<file path="src/rtl/dmem_responder_pkg.sv">
// Shared types and default sizes for the MEM-stage data-memory responder.
package dmem_responder_pkg;

    localparam int SB_DEPTH_DEF = 4;
    localparam int RAM_AW_DEF   = 10;

    // Responder FSM: IDLE serves hits, writes and drains; RD_WAIT returns RAM read data.
    typedef enum logic {
        S_IDLE    = 1'b0,
        S_RD_WAIT = 1'b1
    } dmem_state_e;

endpackage

</file>
<file path="src/rtl/dmem_responder_if.sv">
// CPU-side and RAM-side buses of the data-memory responder.

// CPU MEM-stage port: master is the CPU, slave is the responder.
interface dmem_responder_cpu_if;
    logic        mem_ren;
    logic        mem_wen;
    logic [31:0] mem_addr;
    logic [31:0] mem_wdata;
    logic [31:0] mem_rdata;
    logic        mem_stall;

    modport master (output mem_ren, mem_wen, mem_addr, mem_wdata,
                    input  mem_rdata, mem_stall);
    modport slave  (input  mem_ren, mem_wen, mem_addr, mem_wdata,
                    output mem_rdata, mem_stall);
endinterface

// Shared RAM port behind the arbiter: master is the responder, slave is arbiter/RAM.
interface dmem_responder_ram_if import dmem_responder_pkg::*;
    #(parameter int RAM_AW = RAM_AW_DEF);
    logic              ram_req;
    logic              ram_we;
    logic [RAM_AW-1:0] ram_addr;
    logic [31:0]       ram_wdata;
    logic              ram_gnt;
    logic [31:0]       ram_rdata;

    modport master (output ram_req, ram_we, ram_addr, ram_wdata,
                    input  ram_gnt, ram_rdata);
    modport slave  (input  ram_req, ram_we, ram_addr, ram_wdata,
                    output ram_gnt, ram_rdata);
endinterface

</file>
<file path="src/rtl/dmem_responder_store_buffer.sv">
// FIFO store buffer with a parallel tag search; the youngest matching entry wins.
module dmem_responder_store_buffer #(
    parameter int DEPTH = 4,
    parameter int AW    = 10
) (
    input  logic                   clk,
    input  logic                   rst,
    input  logic                   push,
    input  logic                   pop,
    input  logic [AW-1:0]          waddr,
    input  logic [31:0]            wdata,
    output logic [AW-1:0]          head_addr,
    output logic [31:0]            head_data,
    input  logic [AW-1:0]          search_tag,
    output logic                   hit,
    output logic [31:0]            hit_data,
    output logic [$clog2(DEPTH):0] count
);

    localparam int PTR_W = $clog2(DEPTH);

    logic [AW-1:0]    addr_q [DEPTH];
    logic [31:0]      data_q [DEPTH];
    logic [PTR_W-1:0] head;
    logic [PTR_W-1:0] tail;
    logic [PTR_W-1:0] idx;

    // Pointers and occupancy; pointers wrap naturally because DEPTH is a power of 2.
    always_ff @(posedge clk) begin
        if (rst) begin
            head  <= '0;
            tail  <= '0;
            count <= '0;
        end else begin
            if (push) tail <= tail + PTR_W'(1);
            if (pop)  head <= head + PTR_W'(1);
            case ({push, pop})
                2'b10:   count <= count + 1'b1;
                2'b01:   count <= count - 1'b1;
                default: count <= count;
            endcase
        end
    end

    // Entry storage needs no reset: only slots between head and tail are ever read.
    always_ff @(posedge clk) begin
        if (push) begin
            addr_q[tail] <= waddr;
            data_q[tail] <= wdata;
        end
    end

    // Scan oldest to youngest so a later (younger) match overrides an earlier one.
    always_comb begin
        hit      = 1'b0;
        hit_data = '0;
        idx      = head;
        for (int i = 0; i < DEPTH; i++) begin
            idx = head + PTR_W'(i);
            if (i < int'(count) && addr_q[idx] == search_tag) begin
                hit      = 1'b1;
                hit_data = data_q[idx];
            end
        end
    end

    assign head_addr = addr_q[head];
    assign head_data = data_q[head];

    // Overflow and underflow cannot happen given the top-level push/pop gating.
    always_ff @(posedge clk) begin
        if (!rst) begin
            assert (!(push && !pop && count == ($clog2(DEPTH)+1)'(DEPTH)))
                else $error("store buffer push while full");
            assert (!(pop && count == '0))
                else $error("store buffer pop while empty");
        end
    end

endmodule

</file>
<file path="src/rtl/dmem_responder.sv">
// Data-memory responder: store buffer with load forwarding, RAM read misses and
// background drains sharing one arbitrated RAM port, and the pipeline stall.
//
//  state     | meaning
//  ----------+------------------------------------------------------------
//  S_IDLE    | serve hits and writes, issue read misses, drain when free
//  S_RD_WAIT | granted read returns: forward ram_rdata, port free to drain
module dmem_responder import dmem_responder_pkg::*; #(
    parameter int SB_DEPTH = SB_DEPTH_DEF,
    parameter int RAM_AW   = RAM_AW_DEF
) (
    input  logic                      clk,
    input  logic                      rst,
    dmem_responder_cpu_if.slave       cpu,
    dmem_responder_ram_if.master      ram,
    output logic                      sb_empty,
    output logic [$clog2(SB_DEPTH):0] sb_count
);

    localparam int CNT_W = $clog2(SB_DEPTH) + 1;

    dmem_state_e       state;
    logic [RAM_AW-1:0] tag;
    logic [RAM_AW-1:0] head_addr;
    logic [31:0]       head_data;
    logic [31:0]       hit_data;
    logic              hit;
    logic              in_idle;
    logic              is_rd;
    logic              is_wr;
    logic              rd_miss;
    logic              drain;
    logic              push;
    logic              pop;
    logic              sb_full;
    logic              unused_addr_bits;

    assign tag              = cpu.mem_addr[RAM_AW+1:2];
    assign unused_addr_bits = ^{cpu.mem_addr[31:RAM_AW+2], cpu.mem_addr[1:0]};

    // A simultaneous ren/wen is a write; reads are only evaluated in IDLE.
    assign in_idle = (state == S_IDLE);
    assign is_wr   = cpu.mem_wen;
    assign is_rd   = cpu.mem_ren & ~cpu.mem_wen;
    assign rd_miss = in_idle & is_rd & ~hit;
    assign sb_full = (sb_count == CNT_W'(SB_DEPTH));

    // A read miss owns the port; otherwise any buffered store drains, also in RD_WAIT.
    assign drain = ~rd_miss & (sb_count != '0);
    assign pop   = drain & ram.ram_gnt;
    assign push  = in_idle & is_wr & (~sb_full | pop);

    assign ram.ram_req   = rd_miss | drain;
    assign ram.ram_we    = drain;
    assign ram.ram_addr  = rd_miss ? tag : head_addr;
    assign ram.ram_wdata = head_data;

    assign cpu.mem_stall = in_idle & (rd_miss | (is_wr & ~push));
    assign sb_empty      = (sb_count == '0);

    // Load data: RAM return in RD_WAIT, buffer forward on a hit, zero otherwise.
    always_comb begin
        cpu.mem_rdata = '0;
        if (!in_idle)
            cpu.mem_rdata = ram.ram_rdata;
        else if (is_rd && hit)
            cpu.mem_rdata = hit_data;
    end

    // RD_WAIT lasts exactly one cycle after a granted read miss.
    always_ff @(posedge clk) begin
        if (rst) begin
            state <= S_IDLE;
        end else begin
            case (state)
                S_IDLE:    if (rd_miss && ram.ram_gnt) state <= S_RD_WAIT;
                S_RD_WAIT: state <= S_IDLE;
                default:   state <= S_IDLE;
            endcase
        end
    end

    dmem_responder_store_buffer #(
        .DEPTH (SB_DEPTH),
        .AW    (RAM_AW)
    ) u_sb (
        .clk        (clk),
        .rst        (rst),
        .push       (push),
        .pop        (pop),
        .waddr      (tag),
        .wdata      (cpu.mem_wdata),
        .head_addr  (head_addr),
        .head_data  (head_data),
        .search_tag (tag),
        .hit        (hit),
        .hit_data   (hit_data),
        .count      (sb_count)
    );

endmodule

</file>
<file path="src/flat_wrapper.sv">
// flat-port wrapper written by rule: the top's interface ports become plain ports
module dmem_responder_flat import dmem_responder_pkg::*;
#(
    parameter int SB_DEPTH = SB_DEPTH_DEF,
    parameter int RAM_AW   = RAM_AW_DEF
)
  (clk, rst, sb_empty, sb_count, cpu_mem_ren, cpu_mem_wen, cpu_mem_addr, cpu_mem_wdata, cpu_mem_rdata, cpu_mem_stall, ram_ram_req, ram_ram_we, ram_ram_addr, ram_ram_wdata, ram_ram_gnt, ram_ram_rdata);
  dmem_responder_cpu_if cpu_i ();
  dmem_responder_ram_if #(.RAM_AW(RAM_AW)) ram_i ();
  input  logic clk;
  input  logic rst;
  output logic sb_empty;
  output logic [$clog2(SB_DEPTH):0] sb_count;
  input wire logic [$bits(cpu_i.mem_ren)-1:0] cpu_mem_ren;
  input wire logic [$bits(cpu_i.mem_wen)-1:0] cpu_mem_wen;
  input wire logic [$bits(cpu_i.mem_addr)-1:0] cpu_mem_addr;
  input wire logic [$bits(cpu_i.mem_wdata)-1:0] cpu_mem_wdata;
  output wire logic [$bits(cpu_i.mem_rdata)-1:0] cpu_mem_rdata;
  output wire logic [$bits(cpu_i.mem_stall)-1:0] cpu_mem_stall;
  output wire logic [$bits(ram_i.ram_req)-1:0] ram_ram_req;
  output wire logic [$bits(ram_i.ram_we)-1:0] ram_ram_we;
  output wire logic [$bits(ram_i.ram_addr)-1:0] ram_ram_addr;
  output wire logic [$bits(ram_i.ram_wdata)-1:0] ram_ram_wdata;
  input wire logic [$bits(ram_i.ram_gnt)-1:0] ram_ram_gnt;
  input wire logic [$bits(ram_i.ram_rdata)-1:0] ram_ram_rdata;
  assign cpu_i.mem_ren = cpu_mem_ren;
  assign cpu_i.mem_wen = cpu_mem_wen;
  assign cpu_i.mem_addr = cpu_mem_addr;
  assign cpu_i.mem_wdata = cpu_mem_wdata;
  assign cpu_mem_rdata = cpu_i.mem_rdata;
  assign cpu_mem_stall = cpu_i.mem_stall;
  assign ram_ram_req = ram_i.ram_req;
  assign ram_ram_we = ram_i.ram_we;
  assign ram_ram_addr = ram_i.ram_addr;
  assign ram_ram_wdata = ram_i.ram_wdata;
  assign ram_i.ram_gnt = ram_ram_gnt;
  assign ram_i.ram_rdata = ram_ram_rdata;
  dmem_responder #(.SB_DEPTH(SB_DEPTH), .RAM_AW(RAM_AW)) u_core (.clk(clk), .rst(rst), .cpu(cpu_i), .ram(ram_i), .sb_empty(sb_empty), .sb_count(sb_count));
endmodule
</file>
<file path="config.mk">
export PLATFORM = sky130hd
export DESIGN_NAME = dmem_responder_flat
export DESIGN_NICKNAME = d
export VERILOG_FILES = /design/src/rtl/dmem_responder_pkg.sv /design/src/rtl/dmem_responder_if.sv /design/src/rtl/dmem_responder_store_buffer.sv /design/src/rtl/dmem_responder.sv /design/src/flat_wrapper.sv
export SDC_FILE = /design/constraint.sdc
export NUM_CORES = 1
export LEC_CHECK = 0
export BUFFER_PORTS_ARGS = -buffer_cell sky130_fd_sc_hd__buf_2
export CAP_MARGIN = 20
export CORE_MARGIN = 10
export CORE_UTILIZATION = 40
export CTS_CLUSTER_SIZE = 20
export DETAILED_ROUTE_END_ITERATION = 8
export PLACE_DENSITY_LB_ADDON = 0.12
export SLEW_MARGIN = 20
export SYNTH_ARGS = -nofsm -noshare
export SYNTH_HDL_FRONTEND = slang
export SYNTH_SLANG_ARGS = --single-unit
</file>
<file path="constraint.sdc">
create_clock -name clk -period 5.2 [get_ports clk]
set_input_delay 1.3 -clock clk [delete_from_list [all_inputs] [get_ports clk]]
set_output_delay 1.3 -clock clk [all_outputs]
set_load 0.1 [all_outputs]
</file>
Word-level counts from Yosys, hierarchy flattened
Memories as Yosys holds them, arrays and structs flattened. A register that Yosys moved wholly into a read port is not among the register bits.
Index checks and enable logic that the tools add are counted.
- add/sub/neg operators: 6
- eq/ne operators: 7
- magnitude comparators: 4
- bitwise gates (word level): 18
- reductions and logical operators: 9
- muxes and demuxes: 20
- operators by type and width (cell ; number):
    $mux 32 ; 6
    $eq 10x10->1 ; 4
    $mux 10 ; 1
    $and 1x1->1 ; 9
    $mux 2 ; 4
    $mux 1 ; 7
    $logic_and 1x1->1 ; 6
    $lt 1x3->1 const A ; 2
    $lt 2x3->1 const A ; 2
    $not 1->1 ; 6
    $pmux 3 s2 ; 1
    $add 2x1->2 const B ; 2
    $add 2x2->2 const B ; 2
    $add 3x1->3 const B ; 1
    $eq 3x3->1 const B ; 1
    $logic_not 3->1 ; 1
    $or 1x1->1 ; 3
    $reduce_bool 3->1 ; 1
    $sub 3x1->3 const B ; 1
    $eq 2x1->1 const B ; 1
    $eq 2x2->1 const B ; 1
    $pmux 1 s2 ; 1
    $reduce_bool 2->1 ; 1
- RAM bits: 168
- input port bits: 101
- memories: 2
- word-level logic and storage cells: 70
- output and inout port bits: 81
- register bits: 8
- memory list (memory ; words ; bits a word ; rd ports ; clocked after memory_dff ; wr ports ; line ; text):
    u_core.u_sb.data_q ; 4 ; 32 ; 4 ; 1 ; 1 ; dmem_responder_store_buffer.sv:23 ; logic [31:0] data_q [DEPTH];
    u_core.u_sb.addr_q ; 4 ; 10 ; 4 ; 1 ; 1 ; dmem_responder_store_buffer.sv:22 ; logic [AW-1:0] addr_q [DEPTH];

Depth between registers and ports, before layout
Gate-level depths: netlist of run 1.
An unclocked memory read counts as a cell.
- depth in word-level cells: 18
- depth in mapped cells: 14
- mapped depth without buffers: 10

Cells and area by module
Synthesis of run 1 repeated with hierarchy kept, for this count alone.
- cells, all modules: 818
- area, all modules: 12221.7 sq um
- by module, submodules not included (module ; area an instance (sq um) ; times used ; cells each):
    dmem_responder_store_buffer ; 11636.2 ; 1 ; 755
    dmem_responder ; 585.6 ; 1 ; 63

Least setup slack after synthesis of run 1
OpenSTA, ideal clock, no wires.
- kind: input -> output
- from: in cpu_mem_addr[5]
- to: out ram_ram_addr[3]
- path buffers: 3
- path slack: -0.931 ns
- stages: 10
- required time: 3.900 ns
- arrival time: 4.831 ns
- cell sequence: clkbuf_1 -> xor2_1 -> nor2_1 -> or4_4 -> nor4_4 -> or4_1 -> buf_2 -> buf_2 -> nor2_1 -> a21oi_1
- word-level cells in the longest chain between the ends: 9
- elaborated cells between the ends (all ways): 15
- classes of those cells: eq/ne (4); mux (5); bitwise (2); reduce/logical (4)
- RTL lines (item ; line ; text):
    start, declared ; flat_wrapper.sv:16 ; input wire logic [$bits(cpu_i.mem_addr)-1:0] cpu_mem_addr;
    $eq 10x10->1 ; dmem_responder_store_buffer.sv:60 ; if (i < int'(count) && addr_q[idx] == search_tag) begin
    $logic_and 1x1->1 ; dmem_responder_store_buffer.sv:60 ;
    $mux 1 (4 in a row) ; dmem_responder_store_buffer.sv:60 ;
    $not 1->1 ; dmem_responder.sv:45 ; assign rd_miss = in_idle & is_rd & ~hit;
    $and 1x1->1 ; dmem_responder.sv:45 ;
    $mux 10 (*) ; dmem_responder.sv:55 ; assign ram.ram_addr = rd_miss ? tag : head_addr;
    end, declared ; flat_wrapper.sv:22 ; output wire logic [$bits(ram_i.ram_addr)-1:0] ram_ram_addr;
Every way passes the cells marked *; elsewhere a longest branch is shown, timed or not.

Worst setup path after layout of run 1
- from: in cpu_mem_addr[3]
- to: out ram_ram_addr[9]
- word-level cells in the longest chain between the ends: 9
- elaborated cells between the ends (all ways): 15
- classes of those cells: eq/ne (4); mux (5); bitwise (2); reduce/logical (4)
- RTL lines (item ; line):
    $eq 10x10->1 ; dmem_responder_store_buffer.sv:60
    $logic_and 1x1->1 ; dmem_responder_store_buffer.sv:60
    $mux 1 (3 in a row) ; dmem_responder_store_buffer.sv:60
    $mux 1 (*) ; dmem_responder_store_buffer.sv:60
    $not 1->1 (*) ; dmem_responder.sv:45
    $and 1x1->1 (*) ; dmem_responder.sv:45
    $mux 10 (*) ; dmem_responder.sv:55
Marks and branches as above.

==> flow_summary.yaml, run 1 <==
yosys:
  synth_cells: 876
  ys_seq_area_share_pct: 44.3
  synth-edff-count: 168
  yosys_register_bits: 178
  synth_area_sq_um: 11800
  synth_area_leaders: "edfxtp_1 43%, mux4_2 27%, nand3_1 5.8%"
  ys_warn_count: 0
  synthDistinctLibCells: 53
  synth.top_cell.area_share_pct: 42.6
  yosysTopAreaCell: "edfxtp_1"
  synth.avg_cell_area_sq_um: 13.5
  postSynth.asyncResetShare_pct: 0
  synthFlopType: "edfxtp_1"
  syn_nets: 985
job:
  drv_cap: 0
sta:
  final_hold_viol_count: 0
  finClkSkew_ns: 0.00856
  holdWs_ns: 0.562
  fin_crit_ns: 5.18
  fmax_ghz: 0.193
  tns_ns: 0
  tightestPinTransition_ns: 0.907
  relSlewSlack_pct: 39.5
  slew_viol_final: 0
  period_share_pct: 99.7
  setup_viol: 0
grt:
  grt_usage_pct: 18.2
  gr-total-overflow: 0
  grt_pass1_vias: 8703
  antenna_found_initial: 4
  grt_pass1_wl_mm: 51.7
  grt_max_degree: 64
placement:
  dpl.hpwl_mm: 23.3
  portBuffers: 159
  gp_congestion: 0.842
die:
  rows: 62
  die_h_microns: 192
  start_util_pct: 40.9
  die_w_microns: 192
  coreArea_sq_um: 28900
  io_pins: 182
  dieArea_sq_um: 36900
drt:
  route.detailed.drc: 0
  wirelength_mm: 33.3
  first_pass_iters: 5
  viasPerCell: 5.97
  ant_nets: 0
  post_drt_wl_per_cell_microns: 23.3
  first_iter_violations: 519
  num_vias: 8507
cts:
  numCtsBuffers: 17
  cts-hold-fix-buffers: 0
  clock_path_buffers: 2
  clkSinkCount: 178
  worstSkewPairLatency_ns: 0.43
  clockRootBuffer: "clkbuf_16"
  clk_pin_slew_ns: 0.07
  cts_tree: "done"
  htreeDepth: 4
worst_setup_path:
  r2r_cells: 11
  timing.critical_path.arrival_ns: 3.88
  cpMostUsedCell: "buf_4"
  worstPathRequired_ns: 3.90
  regToRegSetupSlack_ns: 1.38
  path_buf_inv: 5
  crit_chain: "buf_2 > inv_1 > o21ai_0 > nor4b_1 > o2111ai_2 > o21ai_1 > buf_4 > or4_1 > buf_4 > mux2_1 > buf_12"
  worstSetupPathType: "primary input to primary output"
  end_kind: "primary output"
  startpoint_type: "primary input"
  crit_path_max_fanout: 10
  max_stage_delay_ns: 0.47
  cp_top_family: "buffers and inverters"
  slowest_stage: "nor4b_1"
  reg2reg_to: "u_core.u_sb.data_q[2][10]"
final_layout:
  drive_above_1_share_pct: 44.8
  fillerInstances: 2464
  nets: 1134
  ff_latch_area_sq_um: 5260
  areaGrowthSynthToFinish_pct: 25.2
  most-common-layout-cells: "168 x edfxtp_1, 144 x mux4_2, 112 x buf_2"
  final_common_cell: "edfxtp_1"
  multi_input_area_sq_um: 6480
pwr:
  peakVddDrop_mv: 0.213
  p_per_area_nw_per_um2: 428
  leakage_nw: 5.13
min_path:
  whs_endpoint: "u_core.u_sb.tail[1]"
  whs_path_depth: 2
  min_from: "u_core.u_sb.tail[1]"
  hp-class: "flop to flop"
outcome:
  status: "complete, no violations"
## worst max-delay path by stage
| stage | cells after the start | end | slack [ns] | startpoint |
|---|---|---|---|---|
| 3_5_place_dp | 12 | cpu_mem_rdata[0] | -0.15 | cpu_mem_addr[2] |
| 3_3_place_gp | 11 | cpu_mem_rdata[0] | -0.05 | cpu_mem_addr[10] |
| 2_1_floorplan | 10 | ram_ram_addr[3] | -0.23 | cpu_mem_addr[3] |
| 6_report | 11 | ram_ram_addr[9] | 0.02 | cpu_mem_addr[3] |
| 4_1_cts | 11 | ram_ram_addr[1] | -0.005 | cpu_mem_addr[2] |
| 5_1_grt | 11 | ram_ram_addr[9] | -0.05 | cpu_mem_addr[3] |
## worst reg2reg max path, stage by stage (launching register included)
cell and delay [ns]:
dfxtp_2 0.45, buf_4 0.23, mux2i_2 0.31, o22a_1 0.18, a21oi_1 0.06, or4_4 0.56, nor4_4 0.40, buf_4 0.21
o41ai_2 0.10, a31oi_2 0.37, and2_2 0.21, buf_4 0.37
## cells in the mapped netlist (2+ instances only)
library cell	count
buf_1	17
buf_2	11
a2111oi_0	2
inv_1	8
nand2b_1	6
o2111ai_1	2
nor3b_1	3
o211ai_1	35
xnor2_1	31
o21ai_0	6
nand2_1	73
buf_6	3
o2bb2ai_1	2
a21oi_1	19
mux2i_1	39
edfxtp_1	168
o221ai_1	4
or3_1	4
mux4_2	144
a211o_1	2
nand4_1	3
clkbuf_1	53
nor2b_1	4
ha_1	8
nand3_1	136
dfxtp_1	10
mux2_1	3
mux2_2	10
and2_1	6
o31ai_1	2
xor2_1	9
nor3_1	6
nor2_1	26
nor4_1	2
## flip-flops by register name (all words and copies together), names as in the netlist, named ones only
register / flops
u_core.u_sb.data_q: 128
u_core.u_sb.addr_q: 40
u_core.u_sb.count: 3
u_core.u_sb.head: 2
u_core.u_sb.tail: 2
u_core.state: 1
## kinds of logic after synthesis
| logic type | Yosys count | synth area share, % |
|---|---|---|
| and+or+nand+nor | 278 | 11.5 |
| DFF | 178 | 44.3 |
| AOI/OAI and AO/OA | 82 | 4.96 |
| buffers and inverters | 93 | 3.29 |
| adders and majority gates | 8 | 0.846 |
| xor gates and xnor gates | 40 | 2.96 |
| muxes | 197 | 32.1 |
## where the power goes
part	switching, W	internal, W	total, W
Clock	0.000577	0.000677	0.00125
Combinational	0.00206	0.00115	0.00321
Sequential	0.000148	0.00173	0.00188
## layer usage
metal / track usage (%) / part of all wire [%]
met5: 0 / 0.075
met2: 31.9 / 53
met3: 3.59 / 6.0
met1: 22.5 / 40
met4: 4.56 / 1.3
## stage by stage
stage | cells | power, W | util, % | setup WS [ns] | instance area [sq um]
floorplan | 876 | 0.00441 | - | -0.231 | 12000
global placement | 1388 | 0.00511 | 48.9 | -0.0509 | 14200
detailed placement | 1388 | 0.00512 | 48.9 | -0.150 | 14200
CTS | 1421 | 0.00638 | 50.9 | -0.00487 | 14700
global route | 1422 | 0.00663 | 51.1 | -0.0524 | 14800
finish | 1426 | 0.00634 | 51.2 | 0.0180 | 14800
## cell type report
type | count | area share [%]
multi-input cells | 605 | 43.8
flip-flops and latches | 178 | 35.5
repair buffers | 215 | 13.3
well taps | 384 | 3.24
clock buffers | 18 | 2.90
clock inverters | 14 | 0.997
inverters | 8 | 0.203
diodes | 4 | 0.0676
## timing repair
action / CTS / global route
gates resized for setup: 1 / 11
hold endpoints to repair: 0 / 0
buffers inserted: 1 / 1
cloned: 0 / 0
endpoints found under the setup margin: 38 / 38
pin swaps: 1 / 2
No activity file was read; power rests on OpenSTA's default activity.
==> run 2: changes to the inputs <==
--- a/config.mk
+++ b/config.mk
@@ -5,6 +5,7 @@
 export SDC_FILE = /design/constraint.sdc
 export NUM_CORES = 1
 export LEC_CHECK = 0
+export ABC_AREA = 1
 export BUFFER_PORTS_ARGS = -buffer_cell sky130_fd_sc_hd__buf_2
 export CAP_MARGIN = 20
 export CORE_MARGIN = 10
==> flow_summary.yaml, run 2 <==
sta:
  period_share_pct: 96.2
  fin_crit_ns: 5.00
  slew_viol_final: 0
  final_hold_viol_count: 0
  holdWs_ns: 0.560
  tightestPinTransition_ns: 0.741
  tns_ns: 0
  setup_viol: 0
  finClkSkew_ns: 0.0183
  fmax_ghz: 0.200
  relSlewSlack_pct: 50.6
cts:
  clock_path_buffers: 2
  worstSkewPairLatency_ns: 0.45
  clockRootBuffer: "clkbuf_16"
  clkSinkCount: 178
  cts-hold-fix-buffers: 0
  numCtsBuffers: 17
  cts_tree: "done"
  htreeDepth: 4
  cts_setup_buffers: 0
  clk_pin_slew_ns: 0.07
drt:
  route.detailed.drc: 0
  num_vias: 12900
  ant_nets: 0
  wirelength_mm: 43.6
  first_pass_iters: 8
  first_iter_violations: 1105
  post_drt_wl_per_cell_microns: 18.8
  viasPerCell: 5.53
final_layout:
  stdcell_area_sq_um: 15200
  stdcell_count: 2325
  largestRegisters: "u_core.u_sb.data_q (128), u_core.u_sb.addr_q (40), u_core.u_sb.count (3)"
  largest_reg_flops: 128
  nets: 2021
  final_common_cell: "nand2_1"
  fillerInstances: 3100
  ff_latch_area_sq_um: 5250
  areaGrowthSynthToFinish_pct: 20.9
  top_register: "u_core.u_sb.data_q"
  drive_above_1_share_pct: 13.4
  most-common-layout-cells: "717 x nand2_1, 176 x o21ai_0, 174 x inv_1"
  multi_input_area_sq_um: 6200
grt:
  grt_pass1_wl_mm: 67.3
  grt_pass1_vias: 12400
  gr-total-overflow: 0
  grt_usage_pct: 21.9
  grtUsageMet1_pct: 27.2
  grtUsageMet2_pct: 37.9
  antenna_found_initial: 8
  grt_busiest_layer: "met2"
  grtUsageMet3_pct: 3.68
  grt_max_degree: 125
die:
  start_util_pct: 40.8
  dieArea_sq_um: 38900
  die_w_microns: 197
  rows: 64
  io_pins: 182
  die_h_microns: 197
  coreArea_sq_um: 30700
yosys:
  synth_top_family_by_area: "simple AND/OR/NAND/NOR gates"
  syn_nets: 1916
  synth.top_cell.area_share_pct: 40.2
  muxShareOfSynthArea_pct: 0.0797
  synth-edff-count: 168
  synth_common_cells: "718 x nand2_1, 208 x o21ai_0, 174 x inv_1"
  postSynth.asyncResetShare_pct: 0
  ys_warn_count: 0
  synth_xor_area_share_pct: 0.209
  synth_area_leaders: "edfxtp_1 40%, nand2_1 21%, o21ai_0 8.3%"
  synthDistinctLibCells: 34
  yosys_register_bits: 178
  synth_cells: 1807
  ys_seq_area_share_pct: 41.8
  yosysMostFrequentCell: "nand2_1"
  synthFlopType: "edfxtp_1"
  synth-simple-area-share_pct: 29.9
  synth_area_sq_um: 12600
  yosysTopAreaCell: "edfxtp_1"
  synth.avg_cell_area_sq_um: 6.95
  synth_compound_area_share_pct: 17.9
  synth-adder-area-share_pct: 0.797
job:
  drv_cap: 0
placement:
  portBuffers: 159
  placed_area_sq_um: 14500
  dpl.hpwl_mm: 27.9
  gp_congestion: 0.898
  dp.cells: 2288
worst_setup_path:
  timing.critical_path.arrival_ns: 3.70
  startpoint_type: "flop"
  worstSetupPathType: "flop to primary output"
  end_kind: "primary output"
  crit_path_max_fanout: 24
  worstPathRequired_ns: 3.90
pwr:
  design_power_total_w: 0.00593
  leakage_nw: 6.76
  p_per_area_nw_per_um2: 391
  peakVddDrop_mv: 0.241
outcome:
  status: "complete, no violations"
min_path:
  hp-class: "flop to flop"
-- run 2: through the flow --
step           util, %  setup WS (ns)
3_5_place_dp      47.1          0.232
3_3_place_gp      47.1          0.299
5_1_grt           49.3       -0.00367
4_1_cts           49.2         0.0488
6_report          49.3          0.196
2_1_floorplan        -         -0.650
-- run 2: layout make-up --
type,instances,share of cell area [%]
Clock buffer,17,2.80
Tap cell,396,3.27
Inverter,180,4.48
Clock inverter,15,1.25
Timing Repair Buffer,200,12.6
Sequential cell,178,34.6
Antenna cell,4,0.0660
Multi-Input combinational cell,1335,40.9
-- run 2: worst paths after layout --
check | from | to | slack, ns | cells after the start
setup / recovery | u_core.u_sb.head[0] | cpu_mem_rdata[31] | 0.20 | 16
setup reg to reg | u_core.u_sb.head[0] | u_core.u_sb.data_q[2][23] | 1.20 | 18
hold / removal | u_core.u_sb.count[1] | u_core.u_sb.count[1] | 0.56 | 2
hold reg to reg | u_core.u_sb.count[1] | u_core.u_sb.count[1] | 0.56 | 2
-- run 2: logic make-up after synthesis --
family / after synthesis
AO/OA/AOI/OAI: 385
adder cells (fa/ha/maj): 8
flip-flops: 178
buffers and inverters: 294
XOR/XNOR: 3
AND/OR/NAND/NOR: 938
multiplexers: 1
-- run 2: report_power, final --
part / switching [W] / internal (W)
clock network: 0.000648 / 0.000694
registers: 0.0000681 / 0.00168
logic: 0.00218 / 0.000658
-- run 2: per-layer routing --
metal	part of all wire, %	vias up
met1	42	6054
met3	6.8	68
met5	0.12	-
li1	-	6264
met4	1.9	8
met2	49	467
-- run 2: worst max-delay path, stage by stage, from the launching register on --
cell and delay, ns:
dfxtp_4 0.52, inv_4 0.18, nand2_1 0.18, nand2_4 0.20, nand2_1 0.15, nand2_1 0.09, nand2_1 0.09, nand4_1 0.11
nor4_2 0.40, nand2_1 0.28, nand2_1 0.12, nor3_1 0.05, nor2_2 0.17, buf_4 0.25, nand2_1 0.13, nand2_1 0.12
buf_12 0.18
-- run 2: repair_timing --
action                                 in CTS  in global routing
endpoints found under the hold margin       0                  0
setup endpoints to repair                  21                 37
gates cloned                                0                  1
resized for setup                           3                  3
